$ cat config.mk
export PLATFORM = sky130hd
export DESIGN_NAME = regfile_write_bank_flat
export DESIGN_NICKNAME = d
export VERILOG_FILES = /design/src/rtl/regfile_write_bank_if.sv /design/src/rtl/regfile_write_bank.sv /design/src/flat_wrapper.sv
export SDC_FILE = /design/constraint.sdc
export NUM_CORES = 2
export LEC_CHECK = 0
export BUFFER_PORTS_ARGS = -buffer_cell sky130_fd_sc_hd__buf_2
export CAP_MARGIN = 20
export CORE_AREA = 3 3 439 441
export DETAILED_ROUTE_END_ITERATION = 7
export DIE_AREA = 0 0 442 444
export SETUP_SLACK_MARGIN = 0.4
export SLEW_MARGIN = 20
export SYNTH_ARGS = -nofsm -noshare
export SYNTH_HDL_FRONTEND = slang
export SYNTH_SLANG_ARGS = --single-unit
$ cat constraint.sdc
create_clock -name clk -period 2.7 [get_ports clk]
set_clock_uncertainty 0.2 [all_clocks]
set_input_delay 0.27 -clock clk [delete_from_list [all_inputs] [get_ports clk]]
set_output_delay 0.27 -clock clk [all_outputs]
set_load 0.01 [all_outputs]
$ cat src/rtl/regfile_write_bank_if.sv
`default_nettype none
// ============================================================================
// Module      : regfile_write_bank_if
// Description : Write/clear handshake bundle for the register-file write bank.
//               master : drives wr_valid, wr_addr, wr_data, clr_req
//                        and observes wr_ready, clr_done.
//               slave  : the write bank itself.
// Revision    : 1.0 - initial release
// ============================================================================
interface regfile_write_bank_if #(
  parameter int WIDTH = 32
);
  logic             wr_valid;
  logic             wr_ready;
  logic [4:0]       wr_addr;
  logic [WIDTH-1:0] wr_data;
  logic             clr_req;
  logic             clr_done;

  modport master (
    output wr_valid, wr_addr, wr_data, clr_req,
    input  wr_ready, clr_done
  );

  modport slave (
    input  wr_valid, wr_addr, wr_data, clr_req,
    output wr_ready, clr_done
  );
endinterface
`default_nettype wire

$ cat src/rtl/regfile_write_bank.sv
`default_nettype none
// ============================================================================
// Module      : regfile_write_bank
// Description : Write side of a 32-entry register file. Requests are staged
//               for one edge, then committed to the array. Entry 0 is
//               hardwired to zero. A clear sweeps entries 1..31, one per edge.
// Ports       : clk, rst_n    - clock, asynchronous active-low reset
//               bus (slave)   - wr_valid/wr_ready/wr_addr/wr_data,
//                               clr_req/clr_done
//               onehot_en     - one-hot of the write committed on last edge
//               wr_count      - committed writes to entries 1..31 (wraps)
//               regs_flat     - all entries, entry i at [WIDTH*i +: WIDTH]
// Revision    : 1.0 - initial release
// ============================================================================
module regfile_write_bank #(
  parameter int WIDTH = 32
) (
  input  wire                    clk,
  input  wire                    rst_n,
  regfile_write_bank_if.slave    bus,
  output logic [31:0]            onehot_en,
  output logic [15:0]            wr_count,
  output logic [32*WIDTH-1:0]    regs_flat
);

  typedef enum logic [0:0] {
    IDLE  = 1'b0,
    CLEAR = 1'b1
  } state_t;

  state_t           state_q, state_d;
  logic [4:0]       idx_q, idx_d;
  logic             stg_valid_q, stg_valid_d;
  logic [4:0]       stg_addr_q, stg_addr_d;
  logic [WIDTH-1:0] stg_data_q, stg_data_d;
  logic [WIDTH-1:0] regs_q [32];
  logic [WIDTH-1:0] regs_d [32];
  logic [31:0]      onehot_q, onehot_d;
  logic [15:0]      count_q, count_d;
  logic             clr_done_q, clr_done_d;

  logic accept;
  logic commit;

  // Clear wins over a write presented in the same cycle.
  assign bus.wr_ready = (state_q == IDLE) && !bus.clr_req;
  assign accept       = bus.wr_valid && bus.wr_ready;
  // Writes to entry 0 pass through the stage but never commit.
  assign commit       = stg_valid_q && (stg_addr_q != 5'd0);

  always_comb begin
    state_d     = state_q;
    idx_d       = idx_q;
    clr_done_d  = 1'b0;
    stg_valid_d = accept;
    stg_addr_d  = accept ? bus.wr_addr : stg_addr_q;
    stg_data_d  = accept ? bus.wr_data : stg_data_q;
    onehot_d    = commit ? (32'd1 << stg_addr_q) : 32'd0;
    count_d     = count_q + {15'd0, commit};
    regs_d      = regs_q;

    if (commit) begin
      regs_d[stg_addr_q] = stg_data_q;
    end

    case (state_q)
      IDLE: begin
        if (bus.clr_req) begin
          state_d = CLEAR;
          idx_d   = 5'd1;
        end
      end
      CLEAR: begin
        // Nothing is staged while clearing, so this cannot collide with a commit.
        regs_d[idx_q] = '0;
        idx_d         = idx_q + 5'd1;
        if (idx_q == 5'd31) begin
          state_d    = IDLE;
          clr_done_d = 1'b1;
        end
      end
      default: state_d = IDLE;
    endcase

    regs_d[0] = '0;
  end

  always_ff @(posedge clk or negedge rst_n) begin
    if (!rst_n) begin
      state_q     <= IDLE;
      idx_q       <= 5'd1;
      stg_valid_q <= 1'b0;
      stg_addr_q  <= 5'd0;
      stg_data_q  <= '0;
      onehot_q    <= 32'd0;
      count_q     <= 16'd0;
      clr_done_q  <= 1'b0;
      for (int i = 0; i < 32; i++) begin
        regs_q[i] <= '0;
      end
    end else begin
      state_q     <= state_d;
      idx_q       <= idx_d;
      stg_valid_q <= stg_valid_d;
      stg_addr_q  <= stg_addr_d;
      stg_data_q  <= stg_data_d;
      onehot_q    <= onehot_d;
      count_q     <= count_d;
      clr_done_q  <= clr_done_d;
      for (int i = 0; i < 32; i++) begin
        regs_q[i] <= regs_d[i];
      end
    end
  end

  assign bus.clr_done = clr_done_q;
  assign onehot_en    = onehot_q;
  assign wr_count     = count_q;

  for (genvar g = 0; g < 32; g++) begin : g_flat
    assign regs_flat[WIDTH*g +: WIDTH] = regs_q[g];
  end

endmodule
`default_nettype wire

$ cat src/flat_wrapper.sv
// flat-port wrapper written by rule: the top's interface ports become plain ports
module regfile_write_bank_flat 
#(
  parameter int WIDTH = 32
)
  (clk, rst_n, onehot_en, wr_count, regs_flat, bus_wr_valid, bus_wr_addr, bus_wr_data, bus_clr_req, bus_wr_ready, bus_clr_done);
  regfile_write_bank_if #(.WIDTH(WIDTH)) bus_i ();
  input  wire clk;
  input  wire rst_n;
  output logic [31:0] onehot_en;
  output logic [15:0] wr_count;
  output logic [32*WIDTH-1:0] regs_flat;
  input wire logic [$bits(bus_i.wr_valid)-1:0] bus_wr_valid;
  input wire logic [$bits(bus_i.wr_addr)-1:0] bus_wr_addr;
  input wire logic [$bits(bus_i.wr_data)-1:0] bus_wr_data;
  input wire logic [$bits(bus_i.clr_req)-1:0] bus_clr_req;
  output wire logic [$bits(bus_i.wr_ready)-1:0] bus_wr_ready;
  output wire logic [$bits(bus_i.clr_done)-1:0] bus_clr_done;
  assign bus_i.wr_valid = bus_wr_valid;
  assign bus_i.wr_addr = bus_wr_addr;
  assign bus_i.wr_data = bus_wr_data;
  assign bus_i.clr_req = bus_clr_req;
  assign bus_wr_ready = bus_i.wr_ready;
  assign bus_clr_done = bus_i.clr_done;
  regfile_write_bank #(.WIDTH(WIDTH)) u_core (.clk(clk), .rst_n(rst_n), .bus(bus_i), .onehot_en(onehot_en), .wr_count(wr_count), .regs_flat(regs_flat));
endmodule
== Word-level counts from Yosys, hierarchy flattened ==
Cells that the tools add are included.
Cells by class
  $add $sub $neg: 2
  magnitude comparators: 4
  eq/ne operators: 2
  shift-type cells: 1
  muxes and demuxes: 15
  bitwise logic cells: 5
  reduce and logical (&&, ||, !) cells: 7
Operators by type and width (count)
  $mux 992: 2
  $bwmux 1024: 1
  $and 992x992->992: 1
  $not 992->992: 1
  $demux 32 s5: 2
  $mux 32: 3
  $shl 1x5->32 const A: 1
  $add 16x1->16: 1
  $ge 6x6->1 const B: 2
  $lt 6x1->1 const B: 2
  $not 5->6: 2
  $pmux 5 s2: 1
  $add 5x1->5 const B: 1
  $eq 5x5->1 const B: 1
  $logic_and 1x1->1: 5
  $mux 5: 1
  $reduce_bool 5->1: 1
  $mux 1: 4
  $ne 2x2->1 const B: 1
  $pmux 1 s2: 1
  $logic_not 1->1: 1
  $not 1->1: 1
Word-level totals
  bits in registers: 1085
  output and inout bits: 1074
  logic and storage cells: 75

== Longest topological paths before layout ==
  word-level depth: 9
  gate-level depth with buffers: 9
  depth with buffers taken out: 7

== Least setup slack after synthesis ==
OpenSTA, ideal clock, no wires.
  kind: reg-to-reg
  start point: register u_core.stg_addr_q[1]
  end point: register u_core.count_q[14] (netlist: u_core.wr_count[14])
  arrival time: 2.031 ns
  slack: 0.331 ns
  stages on the path, launching flop included: 10
  cell sequence: dfrtp_1 -> clkbuf_1 -> or2_1 -> buf_2 -> o41a_1 -> ha_1 -> ha_1 -> nand3_1 -> nor4_1 -> xor2_1
Between the ends
  word-level cells in the longest chain between the ends: 3
Ends and longest elaborated chain
  from (decl): line regfile_write_bank.sv:34  | logic [4:0] stg_addr_q, stg_addr_d;
  from (signal assigned): line regfile_write_bank.sv:105  | stg_addr_q <= stg_addr_d;
  $reduce_bool 5->1: line regfile_write_bank.sv:49  | assign commit = stg_valid_q && (stg_addr_q != 5'd0);
  $logic_and 1x1->1: line regfile_write_bank.sv:49
  $add 16x1->16: line regfile_write_bank.sv:59  | count_d = count_q + {15'd0, commit};
  net u_core.count_d[14]: line regfile_write_bank.sv:39  | logic [15:0] count_q, count_d;
  to (signal assigned): line regfile_write_bank.sv:108  | count_q <= count_d;
  to (decl): line regfile_write_bank.sv:39
The timed path passes the listed nets, and every way through them passes these cells.
A chain may end at the register's enable or synchronous reset.

== Worst setup path after layout ==
  start point: register u_core.stg_addr_q[1]
  end point: register u_core.count_q[13] (netlist: u_core.wr_count[13])
The elaborated chain is that of the path after synthesis.

==> impl_metrics.csv <==
group,metric,value,unit
clock_network,path_clk_slew,0.07,ns
worst_setup_path,setup.worst_path.start,"u_core.stg_addr_q[1]",
sta,fin_crit,2.283,ns
synthesis,netlist_area,0.04597,mm²
routing,wl,241.0,mm
status,violations,"design-rule violations",
hold_path,hold_depth,3,
sta,setup_viol_count_final,0,
worst_setup_path,start_kind,"flip-flop",
worst_setup_path,crit_family,"simple AND/OR/NAND/NOR gates",
worst_setup_path,critical_path_required,3.23,ns
routing,post-route-drc-count,18,
synthesis,syn_inst,4597,
die,rows,160,
place,preCtsSetupSlack,0.2940,ns
worst_setup_path,cp.depth,6,
synthesis,yosys_warnings,0,
sta,rsz0062_at_grt,"yes",
place,dp_hpwl,157.3,mm
sta,slew-limit-headroom,0.2508,
die,ios,1115,
place,port_buffers,1082,
routing,drtPass1Iterations,8,
worst_setup_path,arrival,2.81,ns
pwr,p_leak,0.02881,µW
sta,worst_slack,0.4172,ns
worst_setup_path,worst-path-max-fanout,5,
status,outcome,"finished, violations left",
routing,drtAntennaViolNets,0,
place,routabilityCongestion,0.8665,
worst_setup_path,crit_type,"flip-flop to flip-flop",
routing,routedWlPerCell,29.80,µm
run,maxCapViolations,0,
synthesis,synthDistinctLibCells,48,
routing,vias,44446,
synthesis,synth_edf_count,0,
synthesis,syn_area_per_cell,10.00,µm²
finish,utilization,0.3186,
routing,routed_via_density,5.495,
synthesis,async_flop_share,1.000,
global_routing,grt_overflow,0,
clock_network,cts_made_buffers,120,
global_routing,grt_start_max_net_pins,110,
die,die_area,0.1962,mm²
clock_network,cts_tree,"done",
sta,hold_viol,0,
worst_setup_path,cpPeakStageDelay,0.43,ns
global_routing,track_usage,0.2326,
pwr,powerDensity,920.1,mW/mm²
worst_setup_path,r2r_cells,6,
worst_setup_path,path_cells,"or2_4, o41a_1, ha_4, nand3_1, nor4_1, xor2_1",
synthesis,synth-main-ff-cell,"dfrtp_1",
finish,drive_gt1_frac,0.3351,
clock_network,clock_latency,0.81,ns
clock_network,cts_sinks,1085,
clock_network,cts_root_buf,"clkbuf_16",
sta,timing.final.crit_share,0.8455,
sta,tightest_slew,1.124,ns
die,core,0.1896,mm²
hold_path,hp-class,"input pin to flip-flop",
die,start_util,0.2425,
routing,drtIter0Drc,5587,
sta,max_clock_freq,0.4381,GHz
die,die_w,442,µm
sta,tns,0,ns
worst_setup_path,cp-end-kind,"flip-flop",
synthesis,yosysSeqAreaShare,0.5906,
pwr,irDropWorstVdd,0.0006418,V
finish,syn_to_final_growth,31.38,%
global_routing,antenna_found_initial,16,
global_routing,grt_pass1_vias,42729,
worst_setup_path,worst_path_max_delay_cell,"o41a_1",
clock_network,clk_path_buf_depth,3,
finish,final_nets,5510,
synthesis,synth-seq-cells,1085,
synthesis,synth_area_leader_cell,"dfrtp_1",
synthesis,synth_most_common_cell,"dfrtp_1",
die,die_h,444,µm
synthesis,synthTopCellsByArea,"dfrtp_1, nand3_1, a21oi_1, o21ai_0, o221a_2",
sta,final-max-slew-violation-count,0,
global_routing,grt_first_pass_wirelength,332.1,mm
synthesis,synth_top_area_frac,0.5901,
synthesis,netlist_top_cells_count,"dfrtp_1, nand3_1, a21oi_1, o21ai_0, clkbuf_1",
clock_network,cts_max_level,3,
worst_setup_path,crit_buf_inv,0,
worst_setup_path,worstReg2RegStart,"u_core.stg_addr_q[1]",
hold_path,hp-start,"bus_wr_data[31]",
## per-layer routing
layer  vias to the layer above  GRT usage  routed length, µm
met5                         -          0                 28
li1                      18247          -                  -
met3                       759    0.07153              25390
met2                      3006     0.3660             111100
met4                         4     0.1596              19500
met1                     22430     0.2718              85020
## cell families (layout without fill, tap and decap cells)
group,count (synthesis),after routing,synth area share
adders and majority gates,7,7,0.001905
other,1,48,0.00008157
buffers and inverters,648,1579,0.06004
and+or+nand+nor,1004,1006,0.1131
muxes,37,37,0.009063
xor gates and xnor gates,15,15,0.002858
DFF,1085,1085,0.5906
AOI/OAI and AO/OA,1800,1800,0.2223
## timing repair
item / 4_1_cts / 5_1_grt
resized for setup: 10 / 9
setup endpoints to repair: 11 / 162
gates cloned: 1 / 1
setup buffers: 2 / 4
hold endpoints to repair: 999 / 0
pin swaps: 4 / 3
hold buffers: 47 / 0
## worst paths after layout
kind / end / slack (ns)
setup reg to reg: u_core.wr_count[13] / 0.42
max in group asynchronous: u_core.regs_flat[924] / 1.40
hold / removal: u_core.stg_data_q[31] / 0.08
hold reg to reg: u_core.wr_count[15] / 0.27
min in group asynchronous: u_core.regs_flat[655] / 0.19
setup / recovery: u_core.wr_count[13] / 0.42
## layout make-up
class	count	area (µm²)
diodes	15	37.54
clock buffers	176	3623
clock inverters	46	681.9
fillers	19396	129200
inverters	5	18.77
multi-input cells	2898	16570
flip-flops and latches	1085	27200
well taps	2511	3142
repair buffers	1352	9123
## where the power goes
part           switching, µW  internal, µW  leakage (µW)
sequential              3730         17400        0.0150
combinational          12400          4230        0.0117
clock                   7450         10400       0.00212
total                  23600         32000        0.0288
## registers in the layout, summed over array words and instances (netlist names)
signal	flops
u_core.stg_data_q	32
u_core.wr_count	16
u_core.regs_flat	992
u_core.onehot_en	32
u_core.state_q	1
u_core.bus.clr_done	1
u_core.idx_q	5
u_core.stg_addr_q	5
u_core.stg_valid_q	1
## cells in the final DEF (no fill, tap or decap), types with 5 or more instances in the layout
cell / instances
clkbuf_1: 15
or2_2: 33
dlygate4sd3_1: 46
mux2_2: 37
nand3_1: 813
o221a_2: 182
clkbuf_8: 41
dfrtp_1: 1052
conb_1: 33
xnor2_1: 7
nor2_1: 28
inv_1: 5
ha_1: 5
diode_2: 15
buf_2: 1080
nand3b_1: 5
dfrtp_2: 30
clkinv_16: 5
nand2b_1: 25
clkinv_2: 21
o21ai_0: 787
xor2_1: 8
buf_6: 5
or2b_1: 10
nand2_1: 10
buf_4: 97
nor2_2: 13
bufinv_16: 11
nor2_4: 19
buf_12: 121
a21oi_1: 804
clkbuf_16: 120
o221a_1: 10
o21ai_1: 14
## worst reg2reg max path: cells and delay by family (launching register included)
family	cells	cell delay, ns
adder cells (fa/ha/maj)	1	0.23
flip-flops	1	0.36
AO/OA/AOI/OAI	1	0.43
AND/OR/NAND/NOR	3	0.80
XOR/XNOR	1	0.21
## metrics by stage
step | power (µW) | instance area, µm² | cells | hold WS [ns]
2_1_floorplan | 25800 | 46100 | 4629 | -0.2256
3_3_place_gp | 37500 | 55390 | 7796 | 0.1088
3_5_place_dp | 37590 | 55390 | 7796 | 0.1059
4_1_cts | 55530 | 60270 | 8068 | 0.004909
5_1_grt | 56970 | 60370 | 8078 | 0.03185
6_report | 55570 | 60400 | 8088 | 0.07763
Power figures use the tool's default switching activity.
